--- config.mk ---
export PLATFORM = sky130hd
export DESIGN_NAME = rst_seq
export DESIGN_NICKNAME = d
export VERILOG_FILES = /design/src/rtl/rst_seq.sv
export SDC_FILE = /design/constraint.sdc
export NUM_CORES = 1
export LEC_CHECK = 0
export BUFFER_PORTS_ARGS = -buffer_cell sky130_fd_sc_hd__buf_2
export CORE_ASPECT_RATIO = 1.1
export CORE_UTILIZATION = 30
export CTS_CLUSTER_SIZE = 14
export DETAILED_ROUTE_END_ITERATION = 16
export PLACE_DENSITY = 0.45
export RECOVER_POWER = 100
export SLEW_MARGIN = 5
export SYNTH_ARGS = -nofsm -noshare
export SYNTH_HDL_FRONTEND = slang
export SYNTH_SLANG_ARGS = --single-unit
--- constraint.sdc ---
create_clock -name sys_clk -period 2.5 [get_ports sys_clk]
set_clock_uncertainty 0.15 [all_clocks]
set_input_delay 0.5 -clock sys_clk [delete_from_list [all_inputs] [get_ports sys_clk]]
set_output_delay 0.5 -clock sys_clk [all_outputs]
set_load 0.03 [all_outputs]
--- src/rtl/rst_seq.sv ---
// Power-on reset sequencer: qualifies PLL lock, then releases system, SDRAM and
// CPU resets in order, with an SDRAM init timeout that retries from IDLE.
`timescale 1ns/1ps
module rst_seq #(
    parameter int LOCK_STABLE  = 1024,
    parameter int SDRAM_DELAY  = 20000,
    parameter int INIT_TIMEOUT = 65536,
    parameter int CPU_DELAY    = 16
) (
    input  logic       sys_clk,
    input  logic       rst_n,
    input  logic       pll_locked,
    input  logic       sdram_init_done,
    output logic       sys_rst,
    output logic       sdram_rst,
    output logic       cpu_rst,
    output logic       ready,
    output logic [3:0] err_cnt
);

    typedef enum logic [2:0] {
        IDLE       = 3'd0,
        STABLE     = 3'd1,
        SYS_DLY    = 3'd2,
        SDRAM_INIT = 3'd3,
        CPU_DLY    = 3'd4,
        RUN        = 3'd5
    } state_t;

    localparam logic [16:0] STABLE_END  = 17'(LOCK_STABLE - 1);
    localparam logic [16:0] SYS_END     = 17'(SDRAM_DELAY - 1);
    localparam logic [16:0] TIMEOUT_END = 17'(INIT_TIMEOUT - 1);
    localparam logic [16:0] CPU_END     = 17'(CPU_DELAY - 1);

    state_t      state;
    state_t      next;
    logic [16:0] cnt;
    logic        sync_p0;
    logic        locked_s;
    logic        timeout;
    logic        timed;
    logic        sys_d;
    logic        sdram_d;
    logic        cpu_d;
    logic        ready_d;

    // pll_locked is asynchronous; only this synchronizer may look at it
    always_ff @(posedge sys_clk or negedge rst_n) begin
        if (!rst_n) begin
            sync_p0  <= 1'b0;
            locked_s <= 1'b0;
        end else begin
            sync_p0  <= pll_locked;
            locked_s <= sync_p0;
        end
    end

    // State, shared counter, error count and registered output decode
    always_ff @(posedge sys_clk or negedge rst_n) begin
        if (!rst_n) begin
            state     <= IDLE;
            cnt       <= '0;
            err_cnt   <= '0;
            sys_rst   <= 1'b1;
            sdram_rst <= 1'b1;
            cpu_rst   <= 1'b1;
            ready     <= 1'b0;
        end else begin
            state <= next;
            if (next != state)
                cnt <= '0;
            else if (timed)
                cnt <= cnt + 17'd1;
            if (timeout && err_cnt != 4'd15)
                err_cnt <= err_cnt + 4'd1;
            sys_rst   <= sys_d;
            sdram_rst <= sdram_d;
            cpu_rst   <= cpu_d;
            ready     <= ready_d;
        end
    end

    always_comb begin
        next    = state;
        timeout = 1'b0;
        timed   = 1'b0;
        case (state)
            IDLE: begin
                if (locked_s)
                    next = STABLE;
            end
            STABLE: begin
                timed = 1'b1;
                if (cnt == STABLE_END)
                    next = SYS_DLY;
            end
            SYS_DLY: begin
                timed = 1'b1;
                if (cnt == SYS_END)
                    next = SDRAM_INIT;
            end
            SDRAM_INIT: begin
                timed = 1'b1;
                // init_done takes priority over a coincident timeout
                if (sdram_init_done) begin
                    next = CPU_DLY;
                end else if (cnt == TIMEOUT_END) begin
                    next    = IDLE;
                    timeout = 1'b1;
                end
            end
            CPU_DLY: begin
                timed = 1'b1;
                if (cnt == CPU_END)
                    next = RUN;
            end
            RUN: begin
                next = RUN;
            end
            default: begin
                next = IDLE;
            end
        endcase
        // Lock loss beats every other transition, including a pending timeout
        if (state != IDLE && !locked_s) begin
            next    = IDLE;
            timeout = 1'b0;
        end
    end

    always_comb begin
        sys_d   = 1'b1;
        sdram_d = 1'b1;
        cpu_d   = 1'b1;
        ready_d = 1'b0;
        case (next)
            SYS_DLY: begin
                sys_d = 1'b0;
            end
            SDRAM_INIT, CPU_DLY: begin
                sys_d   = 1'b0;
                sdram_d = 1'b0;
            end
            RUN: begin
                sys_d   = 1'b0;
                sdram_d = 1'b0;
                cpu_d   = 1'b0;
                ready_d = 1'b1;
            end
            default: begin
                sys_d = 1'b1;
            end
        endcase
    end

endmodule

After elaboration in Yosys (flattened, before gate mapping):

Index checks and enable logic that the tools add are counted.

* equality and inequality tests: 15
* shift operators: 0
* multiplexer cells: 19
* divide/modulo/power cells: 0
* magnitude comparators: 0
* reduce and logical (&&, ||, !) cells: 9
* bitwise operators: 0
* multipliers: 0
* add/subtract/negate cells: 2

Operators by type and width (number)
* 17-bit two-way mux: 2
* 3-bit two-way mux: 7
* 3-bit case mux with 6 select lines: 1
* 17-bit by 1-bit adder with 17-bit output (second input constant): 1
* 17-bit by 10-bit equality test with 1-bit output (second input constant): 1
* 17-bit by 15-bit equality test with 1-bit output (second input constant): 1
* 17-bit by 16-bit equality test with 1-bit output (second input constant): 1
* 17-bit by 4-bit equality test with 1-bit output (second input constant): 1
* 3-bit by 2-bit equality test with 1-bit output (second input constant): 4
* 3-bit equality test (second input constant): 4
* 1-bit two-way mux: 9
* 4-bit OR reduction: 2
* 4-bit by 1-bit adder with 4-bit output (second input constant): 1
* 4-bit inequality test (second input constant): 1
* 3-bit by 1-bit equality test with 1-bit output (second input constant): 1
* 3-bit zero test: 1
* 3-bit inequality test: 1
* 3-bit nonzero test: 1
* 3-bit OR reduction: 1
* 1-bit logical AND: 2
* 2-bit nonzero test: 1
* 1-bit zero test: 1

* word-level logic and storage cells: 54
* register bits after elaboration: 30
* latch bits: 0
* output and inout bits: 8
* bits in writable memories: 0
* memories: 0
* memory bits (read-only): 0
* input bits: 4

Logic depth before layout (Yosys ltp):

Gate-level depths: netlist of run 1.

* depth after elaboration: 8
* mapped depth: 12
* mapped depth without buffers: 10

Worst setup path after synthesis of run 1:

OpenSTA, ideal clock, no wires.

* path kind: register to register
* start: register cnt[8]
* end: register cnt[8]
* setup time: 0.064 ns
* stages on the path, launching flop included: 13
* arrival time: 2.440 ns
* slack: -0.154 ns
* clock period less this slack: 2.654 ns
* path buffers: 2
* cells stage by stage: dfrtp_1 > nand2_1 > nor2_1 > nand4_1 > nor4b_1 > ha_1 > nor2_1 > a221oi_1 > o22a_4 > and4_2 > buf_2 > buf_6 > o21a_1

* longest elaborated chain between the ends: 7

RTL lines
* start, declared: RTL line 37 `logic [16:0] cnt;`
* start signal, assigned: RTL line 73 `cnt <= cnt + 17'd1;`
* 17-bit by 16-bit equality test with 1-bit output: RTL line 107 `end else if (cnt == TIMEOUT_END) begin`
* 3-bit two-way mux: RTL line 107
* 3-bit two-way mux: RTL line 105 `if (sdram_init_done) begin`
* 3-bit case mux with 6 select lines: RTL line 87 `case (state)`
* 3-bit two-way mux: RTL line 125 `if (state != IDLE && !locked_s) begin`
* 3-bit inequality test: RTL line 70 `if (next != state)`
* 17-bit two-way mux or 2-bit nonzero test (tied branches)

Several ways; a longest one is shown, not always the timed one. The select of a mux whose other input is x is not followed.
A chain may end at the register's enable or synchronous reset.

Final worst setup path of run 1:

* start: register cnt[1]
* end: register cnt[11]

The elaborated chain is that of the path after synthesis.

==> run metrics, run 1 <==
vias in the first global route=1337; DRT antenna net count=0; Cell Area, Synth=1630 um2; Cell Pwr Density=502 nW/um2; Final Non-Filler Cells=273; die footprint=5740 um2; fin crit period=2.60 ns; min-delay src=pll_locked; Seq. cell area=754 um2; reg2reg path depth=11; WP buf/inv=2; syn nets=161; floorplan row count=27; Synth Warn #=0; sequential area share after synthesis=0.462; clock-pin slew on the worst setup and hold paths=0.06 ns; Clock Latency Late Sink=0.28 ns; Critical Path Fanout Max=6; hold buffer count at cts=0; setup tns final=-1.40 ns; DRT Pass-1 Iters=4; Reg2Reg Setup Slack=-0.1 ns; synthesis-to-finish area growth=32.3%; reg2reg end=cnt[11]$_DFFE_PN0P_; Slew HR=-0.0671; clk sinks=30; Multi-input gate area=890 um2; CP top delay family=compound AO/OA/AOI/OAI gates; GRT Overall Usage=0.147; min-delay worst type=input port to flip-flop; Routed wire per std cell=14.4 um; CP peak stage delay=0.40 ns; fin. max-slew vios=31; initial DRC count=86; Yosys cell types=45; initial antenna violation count=0; Ports=12; status=complete, but fails checks; RSZ-0062 raised after global routing=true; crit path kind=flip-flop to flip-flop; pin count of the biggest net entering global routing=31; Hold Path Depth=1; CTS tree=built; DR DRC count=0; fraction of layout cells with a size suffix above 1=0.318; CTS root buffer=clkbuf_8; Nets=207; port buffer count=11; via count=1349; detailed-placement wirelength estimate=2740 um; filler cell count=520; Die Width=72.3 um; global-route wire length before repair=6380 um; failing checks=capacitance limit, slew limit, setup timing; worst hold endpoint=sync_p0$_DFF_PN0_; register bit total from synthesis=30; CP Capture Type=flip-flop; Total Wirelength=3930 um; Tcrit/Tclk final=1.04; sequence of cells on the critical path=ha_2 > and3_4 > nor4b_2 > ha_2 > nor2_4 > a221oi_4 > o22a_4 > buf_6 > a221oi_4 > buf_6 > o21a_1; placed cell count=255; Die Y=79.4 um; number of max-cap violations=1; LEAKAGE=0.949 nW; grt ovf=0; R2R Path Start=cnt[1]$_DFFE_PN0P_; CTS buffer count=5; # diodes=0; Worst EP arrival=2.67 ns; CP required=2.57 ns; VDD IR max=266 uV; PnR worst setup slack=-0.0994 ns; DR vias/cell=4.94; Peak Freq=385 MHz; mean post-synth cell area=10.6 um2; Hold Fails Final Rpt=0; Initial Util=0.318; gpl congestion=0.786; Tot Pwr=1.08 mW; Syn Inst Count=154; CP max stage cell=dfrtp_1; CTS H-tree depth=2; Bufs on Longest Clock Path=2; final setup vio count=17; Worst Max-Slew Pin Slew=1.60 ns; CP Launch Type=flip-flop; core box area=5130 um2
-- worst max path at each step --
stage | startpoint | end | slack (ns) | depth (start not counted)
2_1_floorplan | cnt[8]$_DFFE_PN0P_ | cnt[8]$_DFFE_PN0P_ | 0.004 | 12
3_3_place_gp | cnt[1]$_DFFE_PN0P_ | cnt[5]$_DFFE_PN0P_ | 0.02 | 10
3_5_place_dp | cnt[11]$_DFFE_PN0P_ | cnt[1]$_DFFE_PN0P_ | -0.05 | 11
4_1_cts | cnt[8]$_DFFE_PN0P_ | cnt[9]$_DFFE_PN0P_ | -0.06 | 11
5_1_grt | cnt[11]$_DFFE_PN0P_ | cnt[11]$_DFFE_PN0P_ | -0.22 | 12
6_report | cnt[1]$_DFFE_PN0P_ | cnt[11]$_DFFE_PN0P_ | -0.1 | 11
-- synth_stat cells --
cell | n | area (um2)
a21oi_1 | 2 | 10.0
and4bb_2 | 1 | 12.5
or3b_1 | 1 | 8.76
dfrtp_1 | 27 | 676
nand2b_1 | 1 | 6.26
a311oi_1 | 2 | 17.5
nor2b_1 | 2 | 12.5
or3_1 | 1 | 6.26
nand2_2 | 1 | 6.26
and2b_1 | 1 | 7.51
and4_2 | 1 | 10.0
and4b_1 | 1 | 10.0
nand2_1 | 11 | 41.3
o21ai_2 | 1 | 8.76
buf_2 | 2 | 10.0
nor4b_1 | 1 | 8.76
mux2_2 | 1 | 11.3
a221oi_4 | 1 | 26.3
and3b_1 | 1 | 8.76
nand3b_1 | 1 | 7.51
or2_2 | 1 | 6.26
nor4_4 | 1 | 21.3
nor2_1 | 11 | 41.3
buf_6 | 2 | 22.5
and3_1 | 1 | 6.26
nor3_1 | 5 | 25.0
o22a_4 | 1 | 17.5
nor4_1 | 2 | 12.5
o21ai_0 | 2 | 10.0
a31o_1 | 1 | 8.76
ha_1 | 3 | 37.5
nand4_1 | 6 | 37.5
inv_1 | 6 | 22.5
a221oi_1 | 1 | 8.76
nand3_2 | 1 | 10.0
a22oi_1 | 1 | 7.51
dfstp_2 | 3 | 78.8
o31a_1 | 1 | 8.76
o21a_1 | 17 | 128
nand3_1 | 7 | 35.0
xnor2_1 | 12 | 105
xor2_1 | 6 | 52.6
and2_1 | 1 | 6.26
a2bb2oi_1 | 1 | 8.76
nand4b_1 | 1 | 8.76
-- metal layers --
metal  global-route usage  vias up  wire [um]
met4               0.0529        0         59
met3               0.0341        8        149
li1                     -      641          -
met1                0.196      660       1850
met5                    0        -          0
met2                0.232       40       1870
-- layout by cell type (no fill, tap or decap), types with 5 or more instances in the layout --
cell type and n:
buf_4 25, inv_1 6, nand2_1 9, clkbuf_8 6, xor2_1 6, nor3_1 5
o21a_1 17, buf_6 6, nand4_1 6, xnor2_1 12, nand3_1 7, dfrtp_1 27
nor2_1 9, clkbuf_1 11
-- cell families after synthesis --
| logic type | count (synthesis) | share of synthesized area |
|---|---|---|
| compound gates | 31 | 0.159 |
| xor+xnor | 18 | 0.0966 |
| fa+ha+maj | 3 | 0.0230 |
| buf+inv | 10 | 0.0337 |
| flops | 30 | 0.462 |
| mux | 1 | 0.00690 |
| simple gates | 61 | 0.218 |
-- sequential cells by signal, indices dropped and copies added (netlist names) --
signal,flops
ready,1
locked_s,1
sdram_rst,1
cnt,17
sys_rst,1
cpu_rst,1
state,3
sync_p0,1
err_cnt,4
-- worst register-to-register path: stages (launching register included) --
cell and delay, ns:
dfrtp_1 0.40, ha_2 0.19, and3_4 0.19, nor4b_2 0.15, ha_2 0.19, nor2_4 0.11
a221oi_4 0.08, o22a_4 0.27, buf_6 0.12, a221oi_4 0.38, buf_6 0.20, o21a_1 0.12
-- area by class of cell --
| cell class | count | area share |
|---|---|---|
| multi-input cells | 114 | 0.412 |
| flip-flops and latches | 30 | 0.349 |
| repair buffers | 43 | 0.145 |
| clock buffers | 8 | 0.0417 |
| well taps | 72 | 0.0417 |
| inverters | 6 | 0.0104 |
-- where the power goes --
group | leakage, nW | switching, mW | internal [mW]
Combinational | 0.503 | 0.0916 | 0.0849
Sequential | 0.401 | 0.0125 | 0.498
Clock | 0.0455 | 0.174 | 0.224
Total | 0.949 | 0.278 | 0.807
-- stage by stage --
step / util / area [um2] / hold WS, ns / setup WS (ns)
6_report: 0.421 / 2160 / 0.180 / -0.0994
4_1_cts: 0.398 / 2050 / 0.126 / -0.0621
2_1_floorplan: - / 1660 / 0.0544 / 0.00424
3_3_place_gp: 0.377 / 1940 / 0.186 / 0.0246
5_1_grt: 0.421 / 2160 / 0.176 / -0.218
3_5_place_dp: 0.377 / 1940 / 0.185 / -0.0458
-- timing repair --
| item | 4_1_cts | 5_1_grt |
|---|---|---|
| pin swaps | 0 | 10 |
| gates cloned | 0 | 1 |
| setup endpoints to repair | 14 | 19 |
| resized for setup | 3 | 15 |
| setup buffers | 1 | 8 |
No activity file was read; power rests on OpenSTA's default activity.
==> inputs of run 2 (changes only) <==
- BUFFER_PORTS_ARGS: -buffer_cell sky130_fd_sc_hd__buf_2 -> -buffer_cell sky130_fd_sc_hd__buf_4
==> run metrics, run 2 (synthesized netlist as in run 1, its figures left out) <==
status=complete, but fails checks (unchanged); failing checks=setup timing (was capacitance limit, slew limit, setup timing); CTS H-tree depth=2 (unchanged); R2R Path Start=cnt[1]$_DFFE_PN0P_ (unchanged); via count=1348 (was 1349); detailed-placement wirelength estimate=2750 um (was 2740 um); initial DRC count=33 (was 86); Cell Pwr Density=526 nW/um2 (was 502 nW/um2); min-delay worst type=input port to flip-flop (unchanged); Worst EP arrival=2.59 ns (was 2.67 ns); Worst Max-Slew Pin Slew=0.764 ns (was 1.60 ns); CP required=2.57 ns (about the same); Reg2Reg Setup Slack=-0.02 ns (was -0.1 ns); most common library cell in the layout ignoring fill and taps=buf_4 (was dfrtp_1); CP top delay family=compound AO/OA/AOI/OAI gates (unchanged); max reg flops=17 (unchanged); fin area=2230 um2 (was 2160 um2); vias in the first global route=1465 (was 1337); WP buf/inv=1 (was 2); min-delay src=pll_locked (unchanged); synthesis-to-finish area growth=36.8% (was 32.3%); Hold Fails Final Rpt=0 (unchanged); Reg with most FFs=cnt (unchanged); number of max-cap violations=0 (was 1); grt ovf=0 (unchanged); Die Y=79.4 um (unchanged); VDD IR max=356 uV (was 266 uV); dpl cell area=1970 um2 (was 1940 um2); cell mode on critical path=a221oi_4; sequence of cells on the critical path=ha_1 > and3_1 > nor4b_2 > ha_2 > nor2_4 > a221oi_4 > o22a_4 > a221oi_4 > buf_4 > a2bb2oi_2 (was ha_2 > and3_4 > nor4b_2 > ha_2 > nor2_4 > a221oi_4 > o22a_4 > buf_6 > a221oi_4 > buf_6 > o21a_1); die footprint=5740 um2 (unchanged); global-route wire length before repair=7150 um (was 6380 um); Worst Setup SP=cnt[1]$_DFFE_PN0P_ (unchanged); worst hold endpoint=sync_p0$_DFF_PN0_ (unchanged); fraction of layout cells with a size suffix above 1=0.348 (was 0.318); gpl congestion=0.764 (was 0.786); port buffer count=11 (unchanged); Ports=12 (unchanged); CP peak stage delay=0.40 ns (about the same); filler cell count=514 (was 520); clock-pin slew on the worst setup and hold paths=0.07 ns (was 0.06 ns); DRT antenna net count=0 (unchanged); Critical Path Fanout Max=7 (was 6); LEAKAGE=0.998 nW (was 0.949 nW); pin count of the biggest net entering global routing=31 (unchanged); PnR worst setup slack=-0.0195 ns (was -0.0994 ns); fin crit period=2.52 ns (was 2.60 ns); fin. max-slew vios=0 (was 31); Final Hold Slack=0.188 ns (was 0.180 ns); setup tns final=-0.108 ns (was -1.40 ns); reg2reg path depth=10 (was 11); DR DRC count=0 (unchanged); CTS root buffer=clkbuf_8 (unchanged); placed cell count=255 (unchanged); Total Wirelength=4120 um (was 3930 um); RSZ-0062 raised after global routing=true (unchanged); Largest regs=cnt x17, err_cnt x4, state x3 (unchanged); CP Capture Type=flip-flop (unchanged); leading cell types in the layout, fill and taps excluded=33 x buf_4, 27 x dfrtp_1, 17 x o21a_1 (was 27 x dfrtp_1, 25 x buf_4, 17 x o21a_1); # diodes=0 (unchanged); CP max stage cell=dfrtp_1 (unchanged); Nets=213 (was 207); GRT Overall Usage=0.165 (was 0.147); CTS tree=built (unchanged); CP Launch Type=flip-flop (unchanged); DRT Pass-1 Iters=4 (unchanged); Peak Freq=397 MHz (was 385 MHz); reg2reg end=cnt[1]$_DFFE_PN0P_ (was cnt[11]$_DFFE_PN0P_); Bufs on Longest Clock Path=2 (unchanged); final setup vio count=10 (was 17); CTS buffer count=5 (unchanged); clk sinks=30 (unchanged); Die Width=72.3 um (unchanged); floorplan row count=27 (unchanged); Slew HR=0.491 (was -0.0671); core box area=5130 um2 (unchanged); Tot Pwr=1.18 mW (was 1.08 mW); crit path kind=flip-flop to flip-flop (unchanged); DR vias/cell=4.83 (was 4.94); Final Non-Filler Cells=279 (was 273); Routed wire per std cell=14.8 um (was 14.4 um); Clock Latency Late Sink=0.29 ns (was 0.28 ns); Hold Path Depth=1 (unchanged); Tcrit/Tclk final=1.01 (was 1.04); initial antenna violation count=0 (unchanged); Initial Util=0.318 (unchanged)
run 2: cell types whose count changed in the layout (fill, tap and decap cells not counted), sizes merged:
| cell | previous run | this run |
|---|---|---|
| dlygate4sd3 | 0 | 1 |
| bufinv | 0 | 1 |
| clkbuf | 17 | 15 |
| clkinvlp | 0 | 2 |
| buf | 34 | 38 |
run 2: worst max-delay path by stage:
| stage | endpoint | slack (ns) | cells after the start |
|---|---|---|---|
| 6_report | cnt[1]$_DFFE_PN0P_ | -0.02 | 10 |
| 5_1_grt | cnt[1]$_DFFE_PN0P_ | -0.17 | 11 |
| 4_1_cts | cnt[16]$_DFFE_PN0P_ | -0.07 | 11 |
| 3_5_place_dp | cnt[14]$_DFFE_PN0P_ | -0.05 | 11 |
| 3_3_place_gp | cnt[14]$_DFFE_PN0P_ | 0.07 | 11 |
| 2_1_floorplan | cnt[8]$_DFFE_PN0P_ | 0.004 | 12 |
run 2: timing repair:
item / 4_1_cts / 5_1_grt
endpoints found under the hold margin: 16 / 0
setup buffers: 14 / 1
cloned: 1 / 0
endpoints found under the setup margin: 17 / 21
pin swaps: 19 / 17
hold buffers: 1 / 0
resized for setup: 7 / 8
run 2: final cells by class:
class | count | area [um2] | area share
Clock inverter | 3 | 45.0 | 0.0202
Inverter | 6 | 22.5 | 0.0101
Sequential cell | 30 | 754 | 0.338
Multi-Input combinational cell | 114 | 896 | 0.401
Timing Repair Buffer | 49 | 357 | 0.160
Tap cell | 72 | 90.1 | 0.0403
Clock buffer | 5 | 68.8 | 0.0308
run 2: metal layers:
layer,vias up,GRT usage,routed length (um)
met3,5,0.0341,97
met2,16,0.265,2010
met5,-,0,0
li1,657,-,-
met1,670,0.219,1980
met4,0,0.0569,40
run 2: power breakdown:
group | leakage (nW) | internal [mW] | total, mW | switching [mW]
Combinational | 0.546 | 0.0757 | 0.164 | 0.0887
Sequential | 0.401 | 0.498 | 0.509 | 0.0117
Clock | 0.0504 | 0.296 | 0.502 | 0.205
run 2: through the flow:
stage / setup WS (ns) / util
6_report: -0.0195 / 0.435
5_1_grt: -0.166 / 0.435
4_1_cts: -0.0719 / 0.433
3_5_place_dp: -0.0460 / 0.383
3_3_place_gp: 0.0659 / 0.383
2_1_floorplan: 0.00424 / -
